--- src/rtl/servo_pkg.sv ---
// Shared types for the BLDC commutator: leg state encoding, gate bit positions
// within a channel's phase slice, and the hall-to-leg commutation lookup.
package servo_pkg;

    typedef enum logic [1:0] {
        OFF  = 2'd0,
        HIGH = 2'd1,
        LOW  = 2'd2,
        DT   = 2'd3
    } leg_state_t;

    localparam int AH = 0;
    localparam int AL = 1;
    localparam int BH = 2;
    localparam int BL = 3;
    localparam int CH = 4;
    localparam int CL = 5;

    localparam logic [1:0] LEG_A = 2'd0;
    localparam logic [1:0] LEG_B = 2'd1;
    localparam logic [1:0] LEG_C = 2'd2;

    typedef struct packed {
        logic       valid;
        logic [1:0] hi;
        logic [1:0] lo;
    } legs_t;

    // hall is {Hc,Hb,Ha}; reverse rotation simply swaps the driven legs.
    function automatic legs_t hall_to_legs(input logic [2:0] hall, input logic dir);
        legs_t r;
        r = '{valid: 1'b1, hi: LEG_A, lo: LEG_B};
        case (hall)
            3'b101:  begin r.hi = LEG_A; r.lo = LEG_B; end
            3'b100:  begin r.hi = LEG_A; r.lo = LEG_C; end
            3'b110:  begin r.hi = LEG_B; r.lo = LEG_C; end
            3'b010:  begin r.hi = LEG_B; r.lo = LEG_A; end
            3'b011:  begin r.hi = LEG_C; r.lo = LEG_A; end
            3'b001:  begin r.hi = LEG_C; r.lo = LEG_B; end
            default: r.valid = 1'b0;
        endcase
        if (dir) begin
            r = '{valid: r.valid, hi: r.lo, lo: r.hi};
        end
        return r;
    endfunction

endpackage

--- src/rtl/bldc_leg_dt.sv ---
// One half-bridge leg: OFF/HIGH/LOW/DT state machine with a dead-time counter
// inserted on every direct high<->low flip. Gate outputs are registered.
module bldc_leg_dt
    import servo_pkg::*;
#(
    parameter int DEADTIME = 16
) (
    input  logic       clk_i,
    input  logic       rst_i,
    input  logic       kill_i,
    input  leg_state_t req_i,
    output logic       hi_o,
    output logic       lo_o
);
    localparam int             CW      = $clog2(DEADTIME + 1);
    localparam logic [CW-1:0]  DT_LOAD = CW'(DEADTIME - 1);
    localparam logic [CW-1:0]  DT_ONE  = CW'(1);

    leg_state_t    state_q;
    logic [CW-1:0] dt_q;
    logic          hi_q;
    logic          lo_q;

    always_ff @(posedge clk_i or posedge rst_i) begin
        if (rst_i) begin
            state_q <= OFF;
            dt_q    <= '0;
            hi_q    <= 1'b0;
            lo_q    <= 1'b0;
        end else if (kill_i) begin
            state_q <= OFF;
            dt_q    <= '0;
            hi_q    <= 1'b0;
            lo_q    <= 1'b0;
        end else begin
            case (state_q)
                HIGH: begin
                    if (req_i == LOW) begin
                        state_q <= DT;
                        dt_q    <= DT_LOAD;
                        hi_q    <= 1'b0;
                    end else if (req_i != HIGH) begin
                        state_q <= OFF;
                        hi_q    <= 1'b0;
                    end
                end
                LOW: begin
                    if (req_i == HIGH) begin
                        state_q <= DT;
                        dt_q    <= DT_LOAD;
                        lo_q    <= 1'b0;
                    end else if (req_i != LOW) begin
                        state_q <= OFF;
                        lo_q    <= 1'b0;
                    end
                end
                // DT always runs to completion, then follows whatever is requested now.
                DT: begin
                    if (dt_q == '0) begin
                        state_q <= (req_i == HIGH) ? HIGH : (req_i == LOW) ? LOW : OFF;
                        hi_q    <= (req_i == HIGH);
                        lo_q    <= (req_i == LOW);
                    end else begin
                        dt_q <= dt_q - DT_ONE;
                    end
                end
                default: begin
                    state_q <= (req_i == HIGH) ? HIGH : (req_i == LOW) ? LOW : OFF;
                    hi_q    <= (req_i == HIGH);
                    lo_q    <= (req_i == LOW);
                end
            endcase
        end
    end

    assign hi_o = hi_q;
    assign lo_o = lo_q;

endmodule

--- src/rtl/bldc_commutator.sv ---
// Six-step BLDC commutation for NUM_CH channels: shared edge-aligned PWM counter,
// hall/nfault synchronisers, fault latch and per-leg request generation.
module bldc_commutator
    import servo_pkg::*;
#(
    parameter int NUM_CH   = 4,
    parameter int PWM_W    = 12,
    parameter int DEADTIME = 16
) (
    input  logic                    clk,
    input  logic                    reset,
    input  logic [NUM_CH-1:0]       enable,
    input  logic [NUM_CH-1:0]       dir,
    input  logic [NUM_CH*PWM_W-1:0] duty,
    input  logic [PWM_W-1:0]        period,
    input  logic [NUM_CH-1:0]       fault_clr,
    input  logic [NUM_CH*3-1:0]     hall,
    input  logic [NUM_CH-1:0]       nfault,
    output logic [NUM_CH*6-1:0]     phase,
    output logic [NUM_CH-1:0]       drv_en,
    output logic [NUM_CH-1:0]       fault,
    output logic [NUM_CH-1:0]       hall_err,
    output logic                    pwm_sync
);
    localparam logic [PWM_W-1:0] CNT_ONE = PWM_W'(1);

    logic [PWM_W-1:0]    cnt_q;
    logic [PWM_W-1:0]    cnt_d;
    logic [PWM_W-1:0]    per_q;
    logic [PWM_W-1:0]    duty_q [NUM_CH];
    logic                wrap;
    logic                pwm_sync_q;
    logic [NUM_CH*3-1:0] hall_s1_q;
    logic [NUM_CH*3-1:0] hall_s2_q;
    logic [NUM_CH-1:0]   nf_s1_q;
    logic [NUM_CH-1:0]   nf_s2_q;
    logic [NUM_CH-1:0]   fault_q;
    logic [NUM_CH-1:0]   fault_d;
    logic [NUM_CH-1:0]   drv_en_q;
    logic [NUM_CH-1:0]   hall_err_q;
    logic [NUM_CH-1:0]   hall_err_d;

    // A zero period parks the counter at 0 and wraps (re-samples) every cycle.
    assign wrap    = (per_q == '0) || (cnt_q == per_q - CNT_ONE);
    assign cnt_d   = wrap ? '0 : cnt_q + CNT_ONE;
    assign fault_d = ~nf_s2_q | (fault_q & ~(fault_clr & nf_s2_q));

    always_ff @(posedge clk or posedge reset) begin
        if (reset) begin
            cnt_q      <= '0;
            per_q      <= '0;
            pwm_sync_q <= 1'b0;
            for (int c = 0; c < NUM_CH; c++) duty_q[c] <= '0;
            hall_s1_q  <= '0;
            hall_s2_q  <= '0;
            nf_s1_q    <= '1;
            nf_s2_q    <= '1;
            fault_q    <= '0;
            drv_en_q   <= '0;
            hall_err_q <= '0;
        end else begin
            cnt_q      <= cnt_d;
            pwm_sync_q <= wrap;
            if (wrap) begin
                per_q <= period;
                for (int c = 0; c < NUM_CH; c++) duty_q[c] <= duty[c*PWM_W +: PWM_W];
            end
            hall_s1_q  <= hall;
            hall_s2_q  <= hall_s1_q;
            nf_s1_q    <= nfault;
            nf_s2_q    <= nf_s1_q;
            fault_q    <= fault_d;
            drv_en_q   <= enable & ~fault_d;
            hall_err_q <= hall_err_d;
        end
    end

    for (genvar c = 0; c < NUM_CH; c++) begin : g_ch
        legs_t      legs;
        logic       pwm_on;
        logic       kill;
        leg_state_t req [3];

        assign legs          = hall_to_legs(hall_s2_q[3*c +: 3], dir[c]);
        assign pwm_on        = (per_q != '0) && (cnt_q < duty_q[c]);
        // The raw synchronised fault kills the legs in the same cycle the latch sets.
        assign kill          = ~enable[c] | fault_q[c] | ~nf_s2_q[c];
        assign hall_err_d[c] = ~legs.valid;

        always_comb begin
            for (int l = 0; l < 3; l++) begin
                req[l] = OFF;
                if (legs.valid && legs.hi == 2'(l)) begin
                    req[l] = pwm_on ? HIGH : OFF;
                end else if (legs.valid && legs.lo == 2'(l)) begin
                    req[l] = LOW;
                end
            end
        end

        for (genvar l = 0; l < 3; l++) begin : g_leg
            bldc_leg_dt #(
                .DEADTIME(DEADTIME)
            ) u_leg (
                .clk_i (clk),
                .rst_i (reset),
                .kill_i(kill),
                .req_i (req[l]),
                .hi_o  (phase[6*c + AH + 2*l]),
                .lo_o  (phase[6*c + AL + 2*l])
            );
        end
    end

    assign drv_en   = drv_en_q;
    assign fault    = fault_q;
    assign hall_err = hall_err_q;
    assign pwm_sync = pwm_sync_q;

endmodule

--- config.mk ---
export PLATFORM = sky130hd
export DESIGN_NAME = bldc_commutator
export DESIGN_NICKNAME = d
export VERILOG_FILES = /design/src/rtl/servo_pkg.sv /design/src/rtl/bldc_leg_dt.sv /design/src/rtl/bldc_commutator.sv
export SDC_FILE = /design/constraint.sdc
export NUM_CORES = 1
export LEC_CHECK = 0
export ABC_AREA = 0
export CORE_MARGIN = 1.5
export CORE_UTILIZATION = 35
export DETAILED_ROUTE_END_ITERATION = 16
export DONT_BUFFER_PORTS = 1
export SYNTH_ARGS = -nofsm -noshare
export SYNTH_HDL_FRONTEND = slang
export SYNTH_SLANG_ARGS = --single-unit
export TNS_END_PERCENT = 100
--- constraint.sdc ---
create_clock -name clk -period 8.8 [get_ports clk]
set_clock_uncertainty 0.2 [all_clocks]
set_input_delay 1.76 -clock clk [delete_from_list [all_inputs] [get_ports clk]]
set_output_delay 1.76 -clock clk [all_outputs]
set_load 0.005 [all_outputs]
Yosys cells after proc, flatten, opt, wreduce, memory -nomap -nowiden
Index checks and enable logic that the tools add are counted.
{ "classes": {"addsub": 14, "order_cmp": 4, "n_eq_ne": 221, "n_mux": 329, "bitwise": 27, "reduce_logical": 115} }
{ "op_table": {"columns": ["op", "count"], "rows": [
  ["2-to-1 mux 2 bit", 120],
  ["2-to-1 mux 5 bit", 48],
  ["one-hot mux 5 bit (3 select lines)", 12],
  ["AND reduction 3 bit", 36],
  ["2-to-1 mux 1 bit", 104],
  ["equality test 2 bit (second input constant)", 44],
  ["!= test 3 x 2 -> 1 bit (second input constant)", 28],
  ["one-hot mux 4 bit (5 select lines)", 4],
  ["one-hot mux 1 bit (3 select lines)", 24],
  ["one-hot mux 2 bit (3 select lines)", 12],
  ["equality test 2 x 1 -> 1 bit (second input constant)", 32],
  ["!= test 4 x 2 -> 1 bit (second input constant)", 16],
  ["logical NOT 5 bit", 12],
  ["subtractor 5 x 1 -> 5 bit (second input constant)", 12],
  ["!= test 2 bit (second input constant)", 28],
  ["< comparator 12 bit", 4],
  ["AND reduction 4 bit", 12],
  ["nonzero test 4 bit", 12],
  ["!= test 2 x 1 -> 1 bit (second input constant)", 20],
  ["equality test 3 bit (second input constant)", 12],
  ["!= test 3 x 1 -> 1 bit (second input constant)", 12],
  ["!= test 4 x 1 -> 1 bit (second input constant)", 8],
  ["logical AND 1 bit", 28],
  ["equality test 3 x 2 -> 1 bit (second input constant)", 8],
  ["17 further kinds", 62]
]} }
{ "word_totals": {"regBits": 225, "in_bits": 90, "out_inout_bits": 37, "word_cells": 772} }

Depth between registers and ports, before layout
Gate-level depths: netlist of run 1.
{ "logic_depth": {"ltp_word": 13, "ltp_mapped": 11, "mapped_depth_nobuf": 9} }

Modules after synthesis
A second synthesis of run 1 with hierarchy kept.
{ "hier_totals": {"cells_unflattened": 1388, "area_unflattened_um2": 14137.3} }
{ "by_module_without_submodules": {"columns": ["mod", "instances", "cells_per_inst", "area_each_um2", "seq_area_each_um2"], "rows": [
  ["bldc_leg_dt (g_ch[0].g_leg[1].u_leg ...)", 10, 68, 646.9, 225.2],
  ["bldc_commutator", 1, 566, 6319.8, 2937.8],
  ["bldc_leg_dt (g_ch[0].g_leg[0].u_leg ...)", 2, 71, 674.4, 225.2]
]} }

Worst setup path before layout of run 1
Ideal clock, no wire load.
{ "synth_path": {"kind": "input port to flip-flop", "from": "input port dir[1]", "to": "register g_ch[1].g_leg[2].u_leg.dt_q[2]", "arrival_time_ns": 3.437, "path_slack_ns": 5.041, "stages": 7, "path_buffers": 1, "path_cell_list": "clkbuf_1 -> or3b_2 -> a211oi_1 -> o21ai_1 -> a21oi_2 -> nand2_1 -> a32o_1"} }
{ "synth_between": {"elab_chain_len": 8} }
{ "synth_rtl": {"columns": ["element", "line", "rtl"], "rows": [
  ["start, declared", "bldc_commutator.sv:13", "input logic [NUM_CH-1:0] dir,"],
  ["2-to-1 mux 4 bit (*)", "servo_pkg.sv:42", "if (dir) begin"],
  ["equality test 2 bit", "bldc_commutator.sv:95", "end else if (legs.valid && legs.lo == 2'(l)) begin"],
  ["logical AND 1 bit", "bldc_commutator.sv:95", null],
  ["2-to-1 mux 2 bit", "bldc_commutator.sv:95", null],
  ["2-to-1 mux 2 bit (*)", "bldc_commutator.sv:93", "if (legs.valid && legs.hi == 2'(l)) begin"],
  ["equality test 2 x 1 -> 1 bit or equality test 2 bit (tied branches)", "bldc_leg_dt.sv:48, bldc_leg_dt.sv:38", null],
  ["!= test 3 x 2 -> 1 bit (no line)", null, null],
  ["AND reduction 4 bit (no line) (*)", null, null],
  ["end signal, assigned", "bldc_leg_dt.sv:64", "dt_q <= dt_q - DT_ONE;"],
  ["end, declared", "bldc_leg_dt.sv:20", "logic [CW-1:0] dt_q;"]
]} }
Mark *: on every way between the ends. The rest lies on a longest branch, timed or not.
A chain may end at the register's enable or synchronous reset.

Final worst setup path of run 1
{ "layout_path": {"from": "input port dir[0]", "to": "register g_ch[0].g_leg[0].u_leg.dt_q[3]"} }
{ "layout_between": {"elab_chain_len": 8} }
{ "layout_rtl": {"columns": ["element", "line"], "rows": [
  ["2-to-1 mux 4 bit (*)", "servo_pkg.sv:42"],
  ["logical NOT 2 bit", "bldc_commutator.sv:95"],
  ["logical AND 1 bit", "bldc_commutator.sv:95"],
  ["2-to-1 mux 2 bit", "bldc_commutator.sv:95"],
  ["2-to-1 mux 2 bit (*)", "bldc_commutator.sv:93"],
  ["equality test 2 x 1 -> 1 bit or equality test 2 bit (tied branches)", "bldc_leg_dt.sv:48, bldc_leg_dt.sv:38"],
  ["!= test 3 x 1 -> 1 bit (no line)", null],
  ["AND reduction 4 bit (no line) (*)", null],
  ["end signal, assigned", "bldc_leg_dt.sv:64"],
  ["end, declared", "bldc_leg_dt.sv:20"]
]} }
Marked as above.

==> results by group, run 1 <==
Timing
  – Time the worst path needs with I/O delays and setup: 3590 ps
  – Final Max Slew Viols: 0
  – Total Negative Setup Slacks: 0 ps
  – Worst relative slew slack: 0.306
  – Slew at the pin closest to its max-slew limit: 1040 ps
  – Upper clock frequency limit: 279 MHz
  – Post-route setup slack: 5210 ps
  – Final setup viols: 0
  – Final Cycle Share: 0.408
  – Final count of hold timing violations: 0
  – Setup repair after global routing missed its margin: false
  – Worst hold-check slack: 150 ps

Floorplanning
  – Placeable core region: 38600 sq um
  – Area of the die: 40300 sq um
  – Die X: 201 microns
  – Top Ports: 127
  – Core Rows: 72
  – Die span in y: 201 microns
  – Effective utilization at floorplan: 0.354

Finish
  – Final non-filler cell total: 1913
  – Leading cell types in the layout, fill and taps excluded: sky130_fd_sc_hd__dfrtp_1 (217), sky130_fd_sc_hd__inv_1 (141), sky130_fd_sc_hd__ha_1 (107)
  – Layout filler cell count: 3724
  – Multi-input combinational cell area: 7090 sq um
  – Commonest non-fill, non-tap cell in the layout: sky130_fd_sc_hd__dfrtp_1
  – Syn-to-layout area delta: 9.53%
  – FF/Latch Area: 5640 sq um
  – Fraction of final layout cells sized beyond drive strength 1: 0.111
  – Number of nets in the layout: 1567
  – Post-route standard cell area excluding fillers: 15000 sq um

GRT
  – Initial antenna violation count: 4
  – Sum of overflow across all layers after global routing: 0
  – Via count of the first global-routing pass: 9822
  – First-pass GRT wire length: 50800 microns
  – Overall Global Routing Usage: 0.153
  – Pin count of the biggest net entering global routing: 126

Setup path
  – Crit Path Max Fanout: 11
  – Largest delay share family, worst path: compound AO/OA/AOI/OAI gates
  – Startpoint-to-endpoint class of the critical path: in -> reg
  – Setup slack, reg-to-reg: 5240 ps
  – Reg2Reg Depth: 8
  – Buffers and inverters on the worst path: 0
  – Crit path required time: 9030 ps
  – Critical-path cell list: nand2_1, or2_2, a21oi_1, o211ai_2, a222oi_1, a21oi_1, a211oi_1
  – Data arrival time at the worst-slack endpoint: 3820 ps
  – Slowest cell on the critical path: sky130_fd_sc_hd__a222oi_1
  – Logic depth of the worst path, buffers included: 7
  – Worst path most repeated cell: sky130_fd_sc_hd__a21oi_1
  – Startpoint kind of the worst setup timing path: input pin
  – CP endpoint kind: register
  – Worst stage delay on the critical path: 960 ps

Detailed routing
  – WL per Instance: 16.2 microns
  – DRC Markers: 0
  – Via Count: 10.1k
  – First-pass DRT Iterations: 5
  – Violation count after the first detailed-route iteration: 545
  – Average via count per standard cell: 5.29
  – Detailed-route wire length: 31000 microns
  – Post-DRT Antenna Nets: 0

Power and ir drop
  – Power per Cell Area: 237 nW/um^2
  – Max VDD drop: 0.162 mV
  – Relative contribution of sequential cells to total power: 0.397
  – Internal cell power: 2.45 mW
  – Combinational group share of total power: 0.244
  – Static leakage power: 6.77 nW
  – Clk pwr share: 0.359
  – Net switching power figure: 1.09 mW
  – Switch share: 0.308

Placed design
  – IO buf count: 0
  – Number of placed cells counting well taps: 1858
  – Final Wtd Congestion: 0.807
  – Setup slack at placement: 4720 ps
  – Post-DP HPWL: 21600 microns
  – Area post-placement: 13900 sq um

Clock tree
  – Post-cts gate resize count: 0
  – Post-CTS setup-driven buffer insertion count: 0
  – Deepest level of the CTS H-tree: 1
  – Buffer type at the clock tree root: sky130_fd_sc_hd__clkbuf_16
  – Clk Latency, worst-skew pair: 570 ps
  – Maximum number of buffers from clock root to sink: 3
  – Hold-fix buffer count after cts: 0
  – Clock buffer count from CTS: 28
  – TritonCTS clock tree: done
  – Num Clock Sinks: 225
  – Clock transition time at the flip-flop clock pins of the worst setup and hold paths: 60 ps

Min path
  – Worst hold path class: reg -> reg
  – Worst hold path cell count: 0

Run status
  – Result of the run: completed

Logic synthesis
  – Post-synthesis sequential area ratio: 0.412
  – Area of the mapped netlist: 13700 sq um
  – Synthesis-stage register bit count: 225
  – Number of enable-type register cells in the synthesized netlist: 0
  – Number of warning messages in the yosys log: 0
  – Number of distinct library cell variants in the gate-level netlist after synthesis: 84
  – Synth Net Count: 1609
  – Post-Syn Area per Cell: 9.69 sq um
  – Main flop type after synthesis: sky130_fd_sc_hd__dfrtp_1
  – Synthesized instance count: 1412
  – Asr flop ratio synth: 1.00

Run
  – Total of max-cap violations: 0
-- area by class of cell --
type,count,area share
Tap cell,518,0.0432
Inverter,142,0.0361
Clock inverter,18,0.0176
Clock buffer,34,0.0516
Multi-Input combinational cell,970,0.473
Timing Repair Buffer,3,0.00150
Antenna cell,3,0.000501
Sequential cell,225,0.376
-- cell families after synthesis --
| kind of cell | share of synthesized area |
|---|---|
| compound gates | 0.184 |
| xor+xnor | 0.0186 |
| fa+ha+maj | 0.0978 |
| buf+inv | 0.0696 |
| flops | 0.412 |
| mux | 0.0680 |
| simple gates | 0.150 |
-- registers in the layout, summed over array words and instances (netlist names), 12 cells and up --
signal,count
g_ch.g_leg.u_leg.lo_o,12
g_ch.g_leg.u_leg.hi_o,12
cnt_q,12
g_ch.g_leg.u_leg.state_q,24
g_ch.g_leg.u_leg.dt_q,60
hall_s2_q,12
duty_q,48
hall_s1_q,12
per_q,12
-- power groups by stage --
stage	registers, mW	logic [mW]	clock network (mW)
after detailed placement	1.43	0.867	0
after CTS	1.41	0.874	1.31
after global placement	1.43	0.840	0
final	1.41	0.866	1.27
after global routing	1.44	0.987	1.36
after floorplan	1.34	0.741	0
-- final timing paths --
check | to | startpoint
min reg2reg | hall_s2_q[6]$_DFF_PP0_ | hall_s1_q[6]$_DFF_PP0_
min | hall_s2_q[6]$_DFF_PP0_ | hall_s1_q[6]$_DFF_PP0_
min in group asynchronous | g_ch[3].g_leg[1].u_leg.dt_q[2]$_DFFE_PP0P_ | reset
max | g_ch[0].g_leg[0].u_leg.dt_q[3]$_DFFE_PP0P_ | dir[0]
max in group asynchronous | duty_q[32]$_DFFE_PP0N_ | reset
max reg2reg | g_ch[0].g_leg[0].u_leg.dt_q[3]$_DFFE_PP0P_ | cnt_q[2]$_DFF_PP0_
-- through the flow --
step / utilization / total power [mW]
after floorplan: - / 2.08
after global routing: 0.388 / 3.78
after CTS: 0.388 / 3.60
after global placement: 0.361 / 2.27
after detailed placement: 0.361 / 2.30
final: 0.388 / 3.55
-- synth_stat cells, types with 17 or more instances --
cell type	number	share of area
sky130_fd_sc_hd__dfrtp_1	217	0.40
sky130_fd_sc_hd__inv_1	142	0.039
sky130_fd_sc_hd__ha_1	107	0.098
sky130_fd_sc_hd__nor2_1	102	0.028
sky130_fd_sc_hd__nand2_1	91	0.025
sky130_fd_sc_hd__a21oi_1	90	0.033
sky130_fd_sc_hd__o21ai_0	75	0.027
sky130_fd_sc_hd__nor3_1	48	0.018
sky130_fd_sc_hd__mux2_4	47	0.052
sky130_fd_sc_hd__clkbuf_1	40	0.011
sky130_fd_sc_hd__nand3_1	32	0.012
sky130_fd_sc_hd__nand2b_1	28	0.013
sky130_fd_sc_hd__buf_4	25	0.014
sky130_fd_sc_hd__mux2i_1	18	0.013
sky130_fd_sc_hd__and3_1	17	0.0078
sky130_fd_sc_hd__nor2b_1	17	0.0078
-- worst reg2reg max path: stages, from the launching register on --
cell                       delay (ps)
sky130_fd_sc_hd__dfrtp_1          610
sky130_fd_sc_hd__ha_1             320
sky130_fd_sc_hd__a211oi_1         210
sky130_fd_sc_hd__o21ai_0          110
sky130_fd_sc_hd__a21oi_1          370
sky130_fd_sc_hd__o211ai_2         230
sky130_fd_sc_hd__a222oi_1         960
sky130_fd_sc_hd__a21oi_1          150
sky130_fd_sc_hd__a211oi_1         270
-- layer usage --
layer	vias to the layer above	routed length (microns)	GRT usage
li1	4946	-	-
met1	4928	14400	0.203
met3	44	1900	0.0420
met2	198	13900	0.246
met4	2	738	0.0403
met5	-	9	0
Power figures use the tool's default switching activity.
==> inputs of run 2 (changes only) <==
Clock period 8.8 ns to 3.42 ns, I/O delays scaled along.
==> results by group, run 2 (same netlist as run 1, synthesis figures left out) <==
Run status
  – Result of the run: completed

Run
  – Total of max-cap violations: 0 (unchanged)

Clock tree
  – Maximum number of buffers from clock root to sink: 3 (unchanged)
  – Clock transition time at the flip-flop clock pins of the worst setup and hold paths: 60 ps (about the same)
  – Num Clock Sinks: 225 (unchanged)
  – Clock buffer count from CTS: 28 (unchanged)
  – Clk Latency, worst-skew pair: 550 ps (-20 ps)
  – Deepest level of the CTS H-tree: 1 (unchanged)
  – Post-CTS setup-driven buffer insertion count: 0 (unchanged)
  – TritonCTS clock tree: done
  – Buffer type at the clock tree root: sky130_fd_sc_hd__clkbuf_16
  – Post-cts gate resize count: 0 (unchanged)

Detailed routing
  – Via Count: 10.2k (+0.42%)
  – Average via count per standard cell: 5.21 (-1.5%)
  – Violation count after the first detailed-route iteration: 595 (+9.2%)
  – DRC Markers: 0 (unchanged)
  – Detailed-route wire length: 31100 microns (+0.46%)
  – WL per Instance: 16.0 microns (-1.5%)
  – Post-DRT Antenna Nets: 0 (unchanged)
  – First-pass DRT Iterations: 5 (unchanged)

GRT
  – Initial antenna violation count: 5 (+1)
  – Overall Global Routing Usage: 0.154 (+0.00120)
  – Pin count of the biggest net entering global routing: 61 (-52%)
  – First-pass GRT wire length: 51600 microns (+1.5%)
  – Sum of overflow across all layers after global routing: 0 (unchanged)
  – Via count of the first global-routing pass: 9902 (+0.81%)

Timing
  – Final Cycle Share: 0.893
  – Slew at the pin closest to its max-slew limit: 951 ps (-87.0 ps)
  – Time the worst path needs with I/O delays and setup: 3050 ps
  – Worst relative slew slack: 0.364 (+0.0582)
  – Final Max Slew Viols: 0 (unchanged)
  – Post-route setup slack: 367 ps (-4840 ps)
  – Final count of hold timing violations: 0 (unchanged)
  – Setup repair after global routing missed its margin: false
  – Final setup viols: 0 (unchanged)
  – Upper clock frequency limit: 328 MHz

Finish
  – Syn-to-layout area delta: 12.2%
  – Commonest non-fill, non-tap cell in the layout: sky130_fd_sc_hd__dfrtp_1
  – Leading cell types in the layout, fill and taps excluded: sky130_fd_sc_hd__dfrtp_1 (217), sky130_fd_sc_hd__inv_1 (141), sky130_fd_sc_hd__ha_1 (107)
  – Reg with most FFs: g_ch.g_leg.u_leg.dt_q
  – Layout filler cell count: 3709 (-0.40%)
  – Fraction of final layout cells sized beyond drive strength 1: 0.123 (+0.0112)
  – Number of flip-flops in the largest register: 60 (unchanged)
  – Number of nets in the layout: 1603 (+2.3%)
  – Top flop regs: g_ch.g_leg.u_leg.dt_q (60), duty_q (48), g_ch.g_leg.u_leg.state_q (24)

Floorplanning
  – Placeable core region: 38600 sq um (unchanged)
  – Top Ports: 127 (unchanged)
  – Die span in y: 201 microns (unchanged)
  – Effective utilization at floorplan: 0.354 (unchanged)
  – Core Rows: 72 (unchanged)
  – Die X: 201 microns (unchanged)
  – Area of the die: 40300 sq um (unchanged)

Setup path
  – Crit Path Max Fanout: 10 (-1)
  – Startpoint of the most critical register-to-register path: cnt_q[7]$_DFF_PP0_
  – Data arrival time at the worst-slack endpoint: 3340 ps (-480 ps)
  – Critical Path Source: cnt_q[7]$_DFF_PP0_
  – Startpoint-to-endpoint class of the critical path: reg -> reg
  – CP endpoint kind: register
  – Setup slack, reg-to-reg: 370 ps (-4870 ps)
  – Startpoint kind of the worst setup timing path: register
  – Crit path required time: 3710 ps (-5320 ps)

Power and ir drop
  – Final total power: 9.07 mW (+160%)
  – Static leakage power: 6.92 nW (+2.3%)
  – Max VDD drop: 0.413 mV (+160%)
  – Power per Cell Area: 591 nW/um^2 (+150%)

Min path
  – Worst hold path class: in -> reg
  – Hold path start: enable[3]

Placed design
  – Final Wtd Congestion: 0.850 (+5.4%)
  – Post-DP HPWL: 22500 microns (+4.0%)
  – Setup slack at placement: 338 ps (-4380 ps)
  – IO buf count: 0 (unchanged)
run 2: cell count changes in the layout (fill, tap and decap cells not counted), moves of 2 or more:
cell                            previous run  this run
sky130_fd_sc_hd__inv_6                     0         2
sky130_fd_sc_hd__clkinvlp_4                2        10
sky130_fd_sc_hd__buf_12                    0         8
sky130_fd_sc_hd__clkbuf_8                  5         2
sky130_fd_sc_hd__bufinv_16                 6         4
sky130_fd_sc_hd__dlygate4sd3_1             0        17
sky130_fd_sc_hd__clkinv_2                  7         5
sky130_fd_sc_hd__buf_4                     3        14
run 2: per-stage QoR:
| stage | hold slack (ps) | setup TNS, ps | instances | util | area (sq um) |
|---|---|---|---|---|---|
| floorplan | 131 | -85820 | 1412 | - | 13700 |
| global placement | 133 | 0 | 1877 | 0.367 | 14200 |
| detailed placement | 137 | 0 | 1877 | 0.367 | 14200 |
| CTS | 7.61 | 0 | 1946 | 0.397 | 15300 |
| global route | 21.8 | 0 | 1948 | 0.397 | 15300 |
| finish | 39.1 | 0 | 1950 | 0.397 | 15400 |
run 2: path summary, 6_finish.rpt:
path,endpoint,depth (start not counted)
worst max-delay path,g_ch[3].g_leg[1].u_leg.dt_q[2]$_DFFE_PP0P_,8
worst min-delay path,drv_en[3]$_DFF_PP0_,2
worst max register to register,g_ch[3].g_leg[1].u_leg.dt_q[2]$_DFFE_PP0P_,8
worst min register to register,hall_s2_q[10]$_DFF_PP0_,0
max in group asynchronous,nf_s2_q[1]$_DFF_PP1_,3
min in group asynchronous,g_ch[3].g_leg[0].u_leg.hi_o$_DFFE_PP0P_,2
run 2: cell type report:
class | instances | area [sq um] | area share
Sequential cell | 225 | 5640 | 0.367
Timing Repair Buffer | 39 | 435 | 0.0284
Inverter | 142 | 537 | 0.0350
Antenna cell | 4 | 10.0 | 0.000652
Multi-Input combinational cell | 970 | 7090 | 0.462
Clock inverter | 21 | 239 | 0.0156
Tap cell | 518 | 648 | 0.0422
Clock buffer | 31 | 753 | 0.0491
run 2: timing repair:
item                                    CTS  global route
hold buffers                             17             0
endpoints found under the hold margin    39             0
endpoints found under the setup margin    0             0
run 2: metal layers:
metal / GRT usage / vias up / wire (microns)
met5: 0 / - / 17
met4: 0.0459 / 2 / 695
met3: 0.0377 / 40 / 1670
met2: 0.248 / 171 / 14100
met1: 0.206 / 4938 / 14600
li1: - / 5009 / -
run 2: report_power, final:
part           internal, mW  switching [mW]
registers              3.12           0.490
logic                  1.18            1.15
clock network          1.90            1.23
run 2: worst max-delay path: stages, from the launching register on:
cell and delay [ps]:
sky130_fd_sc_hd__dfrtp_1 600, sky130_fd_sc_hd__ha_1 320, sky130_fd_sc_hd__a21oi_1 130, sky130_fd_sc_hd__o21ai_0 100
sky130_fd_sc_hd__a221oi_1 490, sky130_fd_sc_hd__o211a_1 350, sky130_fd_sc_hd__nand2_1 190, sky130_fd_sc_hd__a21oi_1 360
sky130_fd_sc_hd__o221a_2 240
==> inputs of run 3 (changes only) <==
--- a/config.mk
+++ b/config.mk
@@ -11,4 +11,5 @@
 export DETAILED_ROUTE_END_ITERATION = 16
 export DONT_BUFFER_PORTS = 1
+export GPL_TIMING_DRIVEN = 0
 export SYNTH_ARGS = -nofsm -noshare
 export SYNTH_HDL_FRONTEND = slang
==> constraint.sdc (replaced) <==
create_clock -name clk -period 3.42 [get_ports clk]
set_clock_uncertainty 0.2 [all_clocks]
set_input_delay 0.342 -clock clk [delete_from_list [all_inputs] [get_ports clk]]
set_output_delay 0.342 -clock clk [all_outputs]
set_load 0.005 [all_outputs]
==> results by group, run 3 (same netlist as run 1, synthesis figures left out) <==
Setup path
  – Startpoint-to-endpoint class of the critical path: reg -> reg
  – Crit Path Max Fanout: 9 (-1)
  – Critical Path Source: cnt_q[2]$_DFF_PP0_
  – CP endpoint kind: register
  – Worst stage delay on the critical path: 520 ps (-80 ps)
  – Crit path required time: 3720 ps (about the same)
  – Data arrival time at the worst-slack endpoint: 3400 ps (+60 ps)
  – Reg2Reg Depth: 9 (+1)
  – Startpoint kind of the worst setup timing path: register
  – Critical-path cell list: ha_1, a211oi_1, o21ai_0, a21oi_1, o211ai_2, a222oi_1, buf_2, nor3b_1, o21a_1
  – Setup slack, reg-to-reg: 320 ps (-50 ps)
  – Startpoint of the most critical register-to-register path: cnt_q[2]$_DFF_PP0_
  – Slowest cell on the critical path: sky130_fd_sc_hd__dfrtp_2

Timing
  – Slew at the pin closest to its max-slew limit: 897 ps (-54.0 ps)
  – Total Negative Setup Slacks: 0 ps (unchanged)
  – Final Max Slew Viols: 0 (unchanged)
  – Worst relative slew slack: 0.394 (+0.0300)
  – Post-route setup slack: 321 ps (-45.6 ps)
  – Final setup viols: 0 (unchanged)
  – Setup repair after global routing missed its margin: false
  – Time the worst path needs with I/O delays and setup: 3100 ps (+45.6 ps)
  – Final Cycle Share: 0.906 (+0.0133)
  – Final count of hold timing violations: 0 (unchanged)
  – Upper clock frequency limit: 323 MHz (-1.5%)
  – Worst hold-check slack: 12.4 ps (-26.7 ps)

Clock tree
  – Deepest level of the CTS H-tree: 1 (unchanged)
  – Clock buffer count from CTS: 29 (+3.6%)
  – Maximum number of buffers from clock root to sink: 3 (unchanged)
  – Post-CTS setup-driven buffer insertion count: 0 (unchanged)
  – Clk Latency, worst-skew pair: 580 ps (+30 ps)
  – Clock transition time at the flip-flop clock pins of the worst setup and hold paths: 60 ps (about the same)
  – TritonCTS clock tree: done
  – Num Clock Sinks: 225 (unchanged)
  – Buffer type at the clock tree root: sky130_fd_sc_hd__clkbuf_16

Detailed routing
  – Via Count: 10.6k (+3.8%)
  – First-pass DRT Iterations: 7 (+2)
  – DRC Markers: 0 (unchanged)
  – Post-DRT Antenna Nets: 0 (unchanged)
  – Average via count per standard cell: 5.08 (-2.6%)
  – WL per Instance: 15.6 microns (-2.2%)
  – Detailed-route wire length: 32400 microns (+4.2%)
  – Violation count after the first detailed-route iteration: 494 (-17%)

GRT
  – Pin count of the biggest net entering global routing: 43 (-30%)
  – First-pass GRT wire length: 54000 microns (+4.6%)
  – Initial antenna violation count: 2 (-3)
  – Sum of overflow across all layers after global routing: 0 (unchanged)
  – Via count of the first global-routing pass: 10.7k (+7.6%)
  – Overall Global Routing Usage: 0.161 (+0.00661)

Placed design
  – Final Wtd Congestion: 0.831 (-2.3%)
  – IO buf count: 0 (unchanged)
  – Setup slack at placement: 266 ps (-72.2 ps)
  – Post-DP HPWL: 23100 microns (+2.8%)

Finish
  – Number of flip-flops in the largest register: 60 (unchanged)
  – Fraction of final layout cells sized beyond drive strength 1: 0.122 (-0.000676)
  – Top flop regs: g_ch.g_leg.u_leg.dt_q (60), duty_q (48), g_ch.g_leg.u_leg.state_q (24)
  – Leading cell types in the layout, fill and taps excluded: sky130_fd_sc_hd__dfrtp_1 (216), sky130_fd_sc_hd__inv_1 (141), sky130_fd_sc_hd__ha_1 (107)
  – Layout filler cell count: 3677 (-0.86%)
  – Syn-to-layout area delta: 19.2%
  – Number of nets in the layout: 1736 (+8.3%)
  – Commonest non-fill, non-tap cell in the layout: sky130_fd_sc_hd__dfrtp_1
  – Reg with most FFs: g_ch.g_leg.u_leg.dt_q

Floorplanning
  – Die span in y: 201 microns (unchanged)
  – Die X: 201 microns (unchanged)
  – Top Ports: 127 (unchanged)
  – Area of the die: 40300 sq um (unchanged)
  – Core Rows: 72 (unchanged)
  – Effective utilization at floorplan: 0.354 (unchanged)
  – Placeable core region: 38600 sq um (unchanged)

Run status
  – Result of the run: completed

Min path
  – Worst hold path class: in -> reg
  – Hold path start: dir[2]
  – Worst hold path cell count: 4 (+2)

Run
  – Total of max-cap violations: 0 (unchanged)

Power and ir drop
  – Final total power: 9.02 mW (-0.58%)
  – Static leakage power: 7.39 nW (+6.7%)
  – Power per Cell Area: 553 nW/um^2 (-6.4%)
  – Max VDD drop: 0.435 mV (+5.4%)
[run 3: critical path: cells and delay by family, from the launching register on]
kind / cells / cell delay, ps
flip-flops: 1 / 520
buffers and inverters: 1 / 250
AO/OA/AOI/OAI: 6 / 1490
adder cells (fa/ha/maj): 1 / 350
AND/OR/NAND/NOR: 1 / 210
[run 3: worst paths after layout]
path                                                                    to
worst max-delay path            g_ch[0].g_leg[0].u_leg.dt_q[4]$_DFFE_PP0P_
worst min-delay path               g_ch[2].g_leg[2].u_leg.hi_o$_DFFE_PP0P_
worst min register to register                     hall_s2_q[11]$_DFF_PP0_
min in group asynchronous          g_ch[2].g_leg[2].u_leg.lo_o$_DFFE_PP0P_
max in group asynchronous                             nf_s2_q[0]$_DFF_PP1_
worst max register to register  g_ch[0].g_leg[0].u_leg.dt_q[4]$_DFFE_PP0P_
[run 3: repair_timing]
action	in CTS	in global routing
gates resized for setup	0	1
setup endpoints to repair	0	2
endpoints found under the hold margin	173	0
hold buffers	90	0
[run 3: report_power, final]
part	switching [mW]	internal, mW	total (mW)	leakage (nW)
Combinational	1.16	1.23	2.40	4.03
Sequential	0.489	3.12	3.61	2.89
Clock	1.21	1.80	3.01	0.471
[run 3: layout make-up]
type | instances | area, sq um | area share
clock inverter | 10 | 92.6 | 0.00568
multi-input combinational | 970 | 7090 | 0.435
sequential | 225 | 5640 | 0.346
antenna | 2 | 5.00 | 0.000307
tap | 518 | 648 | 0.0397
buffer | 75 | 419 | 0.0257
timing repair buffer | 96 | 1020 | 0.0626
inverter | 142 | 537 | 0.0329
clock buffer | 41 | 851 | 0.0522
[run 3: per-layer routing]
metal | wire length [microns] | share of wire | vias to the layer above | global-route usage
li1 | - | - | 5258 | -
met1 | 15300 | 0.47 | 5064 | 0.217
met2 | 14900 | 0.46 | 186 | 0.264
met3 | 1600 | 0.049 | 43 | 0.0341
met4 | 682 | 0.021 | 0 | 0.0381
met5 | 0 | 0 | - | 0
[run 3: stage by stage]
step            util  instances  cell area [sq um]
3_3_place_gp   0.371       1930              14300
6_report       0.422       2079              16300
2_1_floorplan      -       1412              13700
4_1_cts        0.422       2077              16300
3_5_place_dp   0.374       1936              14500
5_1_grt        0.422       2079              16300
